### src/rtl/muldiv_pkg.sv
// Shared types and op-decode helpers for the RV32M multiply/divide controller.
package muldiv_pkg;

  typedef enum logic [2:0] {
    OP_MUL    = 3'b000,
    OP_MULH   = 3'b001,
    OP_MULHSU = 3'b010,
    OP_MULHU  = 3'b011,
    OP_DIV    = 3'b100,
    OP_DIVU   = 3'b101,
    OP_REM    = 3'b110,
    OP_REMU   = 3'b111
  } op_e;

  typedef enum logic [1:0] {
    ST_IDLE,
    ST_MUL,
    ST_DIV,
    ST_DONE
  } state_e;

  function automatic logic is_div(input op_e op);
    return op[2];
  endfunction

  function automatic logic is_rem(input op_e op);
    return op[2] & op[1];
  endfunction

  function automatic logic is_signed_a(input op_e op);
    return (op == OP_MULH) || (op == OP_MULHSU) || (op == OP_DIV) || (op == OP_REM);
  endfunction

  function automatic logic is_signed_b(input op_e op);
    return (op == OP_MULH) || (op == OP_DIV) || (op == OP_REM);
  endfunction

endpackage

### src/rtl/muldiv_ctrl_if.sv
// Request/response handshake bundle between issue logic and the muldiv controller.
interface muldiv_ctrl_if #(parameter int XLEN = 32);
  logic            req_valid;
  logic            req_ready;
  logic [2:0]      req_op;
  logic [XLEN-1:0] req_rs1;
  logic [XLEN-1:0] req_rs2;
  logic            resp_valid;
  logic            resp_ready;
  logic [XLEN-1:0] resp_data;

  modport master (
    output req_valid, req_op, req_rs1, req_rs2, resp_ready,
    input  req_ready, resp_valid, resp_data
  );

  modport slave (
    input  req_valid, req_op, req_rs1, req_rs2, resp_ready,
    output req_ready, resp_valid, resp_data
  );
endinterface

### src/rtl/muldiv_ctrl_div_step.sv
// One combinational restoring-division iteration on unsigned magnitudes; zero latency.
module div_step #(parameter int XLEN = 32) (
  input  logic [XLEN-1:0] rem,
  input  logic [XLEN-1:0] quot,
  input  logic [XLEN-1:0] divisor,
  output logic [XLEN-1:0] rem_next,
  output logic [XLEN-1:0] quot_next
);
  logic [XLEN:0] sh_rem;
  logic [XLEN:0] trial;

  // Extra top bit keeps the shifted remainder exact; trial sign says "does not fit".
  assign sh_rem    = {rem, quot[XLEN-1]};
  assign trial     = sh_rem - {1'b0, divisor};
  assign rem_next  = trial[XLEN] ? sh_rem[XLEN-1:0] : trial[XLEN-1:0];
  assign quot_next = {quot[XLEN-2:0], ~trial[XLEN]};
endmodule

### src/rtl/muldiv_ctrl.sv
// RV32M sequencer: MUL result 2 cycles after accept, DIV XLEN+2, div special cases 1.
// One op in flight; result held in DONE until resp_ready; flush drops it.
module muldiv_ctrl
  import muldiv_pkg::*;
#(
  parameter int XLEN = 32
) (
  input  logic        clk,
  input  logic        rst,
  muldiv_ctrl_if.slave bus,
  input  logic        flush,
  output logic        busy
);
  localparam int CW = $clog2(XLEN);
  localparam logic [XLEN-1:0] MIN_NEG = {1'b1, {(XLEN-1){1'b0}}};

  state_e          state_q, state_d;
  op_e             op_q, req_op;
  logic [XLEN-1:0] a_q, b_q, rem_q, quot_q, res_q;
  logic [XLEN-1:0] step_rem, step_quot, mag_a, mag_b, special_res, div_res, mul_res;
  logic [2*XLEN-1:0] ext_a, ext_b, prod;
  logic [CW-1:0]   cnt_q;
  logic            q_neg_q, r_neg_q, fin_q;
  logic            accept, div_zero, div_ovf, special, neg_a, neg_b;

  assign req_op        = op_e'(bus.req_op);
  assign bus.req_ready = (state_q == ST_IDLE) & ~flush;
  assign accept        = bus.req_valid & bus.req_ready;
  assign bus.resp_data = res_q;

  assign neg_a    = is_signed_a(req_op) & bus.req_rs1[XLEN-1];
  assign neg_b    = is_signed_b(req_op) & bus.req_rs2[XLEN-1];
  assign mag_a    = neg_a ? -bus.req_rs1 : bus.req_rs1;
  assign mag_b    = neg_b ? -bus.req_rs2 : bus.req_rs2;
  assign div_zero = (bus.req_rs2 == '0);
  assign div_ovf  = is_signed_a(req_op) & (bus.req_rs1 == MIN_NEG) & (bus.req_rs2 == '1);
  assign special  = is_div(req_op) & (div_zero | div_ovf);

  always_comb begin
    special_res = '0;
    if (div_zero)
      special_res = is_rem(req_op) ? bus.req_rs1 : '1;
    else
      special_res = is_rem(req_op) ? '0 : bus.req_rs1;
  end

  assign ext_a   = {{XLEN{is_signed_a(op_q) & a_q[XLEN-1]}}, a_q};
  assign ext_b   = {{XLEN{is_signed_b(op_q) & b_q[XLEN-1]}}, b_q};
  assign prod    = ext_a * ext_b;
  assign mul_res = (op_q == OP_MUL) ? prod[XLEN-1:0] : prod[2*XLEN-1:XLEN];

  assign div_res = is_rem(op_q) ? (r_neg_q ? -rem_q : rem_q)
                                : (q_neg_q ? -quot_q : quot_q);

  div_step #(.XLEN(XLEN)) u_step (
    .rem      (rem_q),
    .quot     (quot_q),
    .divisor  (b_q),
    .rem_next (step_rem),
    .quot_next(step_quot)
  );

  always_ff @(posedge clk) begin
    if (rst) state_q <= ST_IDLE;
    else     state_q <= state_d;
  end

  always_comb begin
    state_d        = state_q;
    busy           = (state_q != ST_IDLE);
    bus.resp_valid = (state_q == ST_DONE);
    case (state_q)
      ST_IDLE: if (accept) state_d = !is_div(req_op) ? ST_MUL : (special ? ST_DONE : ST_DIV);
      ST_MUL:  state_d = ST_DONE;
      ST_DIV:  if (fin_q) state_d = ST_DONE;
      ST_DONE: if (bus.resp_ready) state_d = ST_IDLE;
      default: state_d = ST_IDLE;
    endcase
    if (flush) state_d = ST_IDLE;
  end

  // Divide runs XLEN step cycles, then one extra DIV cycle applies the sign fix.
  always_ff @(posedge clk) begin
    if (rst) begin
      op_q    <= OP_MUL;
      a_q     <= '0;
      b_q     <= '0;
      rem_q   <= '0;
      quot_q  <= '0;
      res_q   <= '0;
      cnt_q   <= '0;
      q_neg_q <= 1'b0;
      r_neg_q <= 1'b0;
      fin_q   <= 1'b0;
    end else if (accept) begin
      op_q    <= req_op;
      a_q     <= bus.req_rs1;
      b_q     <= is_div(req_op) ? mag_b : bus.req_rs2;
      quot_q  <= mag_a;
      rem_q   <= '0;
      cnt_q   <= CW'(XLEN - 1);
      fin_q   <= 1'b0;
      q_neg_q <= neg_a ^ neg_b;
      r_neg_q <= neg_a;
      if (special) res_q <= special_res;
    end else if (!flush) begin
      if (state_q == ST_MUL) begin
        res_q <= mul_res;
      end else if (state_q == ST_DIV) begin
        if (fin_q) begin
          res_q <= div_res;
        end else begin
          rem_q  <= step_rem;
          quot_q <= step_quot;
          if (cnt_q == '0) fin_q <= 1'b1;
          else             cnt_q <= cnt_q - 1'b1;
        end
      end
    end
  end
endmodule

### src/flat_wrapper.sv
// flat-port wrapper written by rule: the top's interface ports become plain ports
module muldiv_ctrl_flat import muldiv_pkg::*;
#(
  parameter int XLEN = 32
)
  (clk, rst, flush, busy, bus_req_valid, bus_req_op, bus_req_rs1, bus_req_rs2, bus_resp_ready, bus_req_ready, bus_resp_valid, bus_resp_data);
  muldiv_ctrl_if #(.XLEN(XLEN)) bus_i ();
  input  logic clk;
  input  logic rst;
  input  logic flush;
  output logic busy;
  input wire logic [$bits(bus_i.req_valid)-1:0] bus_req_valid;
  input wire logic [$bits(bus_i.req_op)-1:0] bus_req_op;
  input wire logic [$bits(bus_i.req_rs1)-1:0] bus_req_rs1;
  input wire logic [$bits(bus_i.req_rs2)-1:0] bus_req_rs2;
  input wire logic [$bits(bus_i.resp_ready)-1:0] bus_resp_ready;
  output wire logic [$bits(bus_i.req_ready)-1:0] bus_req_ready;
  output wire logic [$bits(bus_i.resp_valid)-1:0] bus_resp_valid;
  output wire logic [$bits(bus_i.resp_data)-1:0] bus_resp_data;
  assign bus_i.req_valid = bus_req_valid;
  assign bus_i.req_op = bus_req_op;
  assign bus_i.req_rs1 = bus_req_rs1;
  assign bus_i.req_rs2 = bus_req_rs2;
  assign bus_i.resp_ready = bus_resp_ready;
  assign bus_req_ready = bus_i.req_ready;
  assign bus_resp_valid = bus_i.resp_valid;
  assign bus_resp_data = bus_i.resp_data;
  muldiv_ctrl #(.XLEN(XLEN)) u_core (.clk(clk), .rst(rst), .bus(bus_i), .flush(flush), .busy(busy));
endmodule
### config.mk
export PLATFORM = sky130hd
export DESIGN_NAME = muldiv_ctrl_flat
export DESIGN_NICKNAME = d
export VERILOG_FILES = /design/src/rtl/muldiv_pkg.sv /design/src/rtl/muldiv_ctrl_if.sv /design/src/rtl/muldiv_ctrl_div_step.sv /design/src/rtl/muldiv_ctrl.sv /design/src/flat_wrapper.sv
export SDC_FILE = /design/constraint.sdc
export NUM_CORES = 2
export LEC_CHECK = 0
export BUFFER_PORTS_ARGS = -buffer_cell sky130_fd_sc_hd__buf_2
export CORE_MARGIN = 2
export CORE_UTILIZATION = 58
export CTS_CLUSTER_DIAMETER = 50
export DETAILED_ROUTE_END_ITERATION = 6
export PLACE_DENSITY = 0.78
export SETUP_SLACK_MARGIN = 0.1
export SLEW_MARGIN = 0
export SYNTH_ARGS = -nofsm -noshare
export SYNTH_HDL_FRONTEND = slang
export SYNTH_SLANG_ARGS = --single-unit
### constraint.sdc
create_clock -name clk -period 8.9 [get_ports clk]
set_input_delay 0.445 -clock clk [delete_from_list [all_inputs] [get_ports clk]]
set_output_delay 0.445 -clock clk [all_outputs]
set_load 0.01 [all_outputs]
==> flow_summary.yaml <==
status:
  status: "finished clean"
placement:
  gp_congestion: 1.01
  dp_hpwl_mm: 121
  io_buffers: 106
  dpl.cell_count: 6990
  dp_slack_ns: 0.288
  dpl-instance-area_sq_um: 52400
clock_network:
  cts_root_buffer: "clkbuf_16"
  h-tree-depth: 4
  holdBufCountCts: 0
  cts_buffers: 17
  cts_tree: "done"
  clockBufferDepth: 2
  clk_pin_slew_ns: 0.08
  cts_sinks: 173
  clkLatencyLatePin_ns: 0.48
finish:
  final_nets: 7310
  area_growth_pct: 5.47
  drive_above_1_share_pct: 6.03
  final_cells: 7032
  fin_area_sq_um: 53100
  fin_util_pct: 61.5
worst_setup_path:
  critPathLaunchType: "flip-flop"
  worst_path_most_repeated_cell: "fa_1"
  critical_path.max_stage_delay_ns: 0.65
  worstPathMaxFanout: 16
  cp-end-kind: "flip-flop"
  path_class: "reg -> reg"
  cp_slowest_cell: "fa_2"
  critPathRequiredTime_ns: 9.30
  cp.arrival_ns: 8.98
synthesis:
  avgSynthCellArea_sq_um: 8.47
  syn_inst: 5939
  ys_ff_latch: 173
  synth-edff-count: 0
  yosys_most_used_dff: "dfxtp_1"
  synth_area_leader_cell: "fa_1"
  synth.top_cell.area_share_pct: 44.8
  async_reset_ff_share_pct: 0
  synthTopCellsByArea: "fa_1 (45%), inv_1 (9.2%), nand2_1 (7.2%)"
  syn-num-nets: 7393
  synth_cell_types: 81
  yosysWarnings: 0
  netlist_area_sq_um: 50300
  yosysSeqAreaShare_pct: 6.88
floorplanning:
  initial_utilization_pct: 58.3
  num_rows: 108
  fp.dieW_um: 299
  core_area_sq_um: 86300
  die_height_um: 299
  die-area_sq_um: 89100
  ios: 107
routing:
  drt_iter0_drc: 4022
  drcViolationCount: 0
  ant_nets: 0
  dr.pass1.iters: 6
  via_per_inst: 5.87
  vias: 41200
  wirelength_mm: 150
  post_drt_wl_per_cell_um: 21.4
timing:
  fin_ws_ns: 0.319
  fmax_mhz: 117
  setup_violations: 0
  worstMarginPinSlew_ns: 1.29
  skew_ns: 0.0142
  rsz0062_at_grt: "true"
  period_needed_ns: 8.58
  whs_ns: 0.232
  relSlewSlack_pct: 13.8
  fin_crit_sh_pct: 96.4
  slew_violations: 0
  hold_viol_final: 0
hold_path:
  hold_class: "in -> reg"
global_routing:
  grt_pass1_wl_mm: 241
  grt_max_degree: 75
  grt_usage_pct: 34.8
  antenna_found_initial: 16
  grt-ovfl-total: 0
  grt_pass1_vias: 43600
power:
  power_density_nw_per_um2: 72.6
  ir_worst_vdd_mv: 0.162
  p_leak_uw: 0.0248
job:
  drv_cap: 0
==> sequential cells by signal, summed over array words and instances, names as in the netlist, 2 cells and up <==
signal                count
u_core.cnt_q              5
u_core.op_q               3
u_core.quot_q            32
u_core.a_q               32
u_core.rem_q             32
u_core.b_q               32
u_core.bus.resp_data     32
u_core.state_q            2
==> power by group <==
part / switching [uW] / total [uW] / internal [uW]
Clock: 422 / 831 / 409
Sequential: 69.2 / 873 / 804
Combinational: 1410 / 2150 / 741
Total: 1900 / 3850 / 1950
==> cells in the final DEF, fill, tap and decap left out, drive strengths merged, types with 26 or more instances in the layout <==
cell	n
nand2	967
a31oi	26
inv	1239
buf	251
nor2	229
mux2i	26
o31ai	33
a21oi	297
xnor2	118
and2	323
o211ai	30
fa	1126
dfxtp	173
nor3	59
a21o	41
nand4	29
ha	256
a211oi	83
o21ai	157
nand3	31
xor2	98
==> final cells by class <==
cell class	instances	area, sq um
antenna	8	20.0
clock buffer	17	425
clock inverter	15	196
fill	7380	33300
inverter	1233	4640
multi-input combinational	4180	41000
sequential	173	3470
tap	1155	1450
timing repair buffer	251	1900
==> cell families (layout without fill, tap and decap cells) <==
logic type               count (synthesis)  after routing  share of synthesized area (%)
AND/OR/NAND/NOR                       1766           1766                           16.0
buffers and inverters                 1586           1516                           11.9
adder cells (fa/ha/maj)               1382           1382                           51.2
AO/OA/AOI/OAI                          789            789                           9.81
XOR/XNOR                               216            216                           3.76
flip-flops                             173            173                           6.88
multiplexers                            27             27                          0.540
other                                    0              8                              0
==> path summary, 6_finish.rpt <==
kind | from | to | slack [ns] | cells past startpoint
worst min-delay path | flush | u_core.state_q[1] | 0.23 | 2
worst max register to register | u_core.op_q[0] | u_core.bus.resp_data[31] | 0.32 | 28
worst min register to register | u_core.bus.resp_data[11] | u_core.bus.resp_data[11] | 0.45 | 2
worst max-delay path | u_core.op_q[0] | u_core.bus.resp_data[31] | 0.32 | 28
==> cells in the mapped netlist, drive strengths merged (4+ instances only) <==
cell type  instances
a2111oi            7
a211oi            83
a21o              41
a21oi            297
a221oi             7
a311oi             8
a31oi             26
and2             323
and3              13
buf               25
clkbuf           328
dfxtp            173
fa              1126
ha               256
inv             1233
mux2i             26
nand2            967
nand2b            17
nand3             31
nand4             29
nor2             229
nor2b             19
nor3              59
nor4              16
o2111ai            4
o211ai            30
o21a              20
o21ai            157
o21bai            14
o221ai             4
o22ai             12
o31ai             33
o41ai             16
or2               10
or3               23
or4               18
xnor2            118
xor2              98
==> through the flow <==
step	power, uW	TNS, ns
after floorplan	2230	0
after global placement	2950	0
after detailed placement	2990	0
after CTS	3820	0
after global routing	4080	-0.0365
final	3850	0
==> layer usage <==
| metal | vias to the layer above | wire [um] | track usage [%] |
|---|---|---|---|
| li1 | 17800 | - | - |
| met1 | 21000 | 57100 | 45.3 |
| met2 | 1978 | 72100 | 57.2 |
| met4 | 0 | 8760 | 17.8 |
| met3 | 459 | 12300 | 4.93 |
| met5 | - | 0 | 0 |
==> critical path: cells and delay by family (launching register included) <==
kind	cells	cell delay (ns)
flops	1	0.37
simple gates	6	1.53
buf+inv	5	0.53
compound gates	8	1.38
fa+ha+maj	9	4.65
==> what timing repair did <==
action | in CTS | in global routing
gates resized for setup | 0 | 18
setup endpoints to repair | 0 | 20
setup buffers | 0 | 2
hold endpoints to repair | 0 | 0
(Power assumes the default switching activity.)
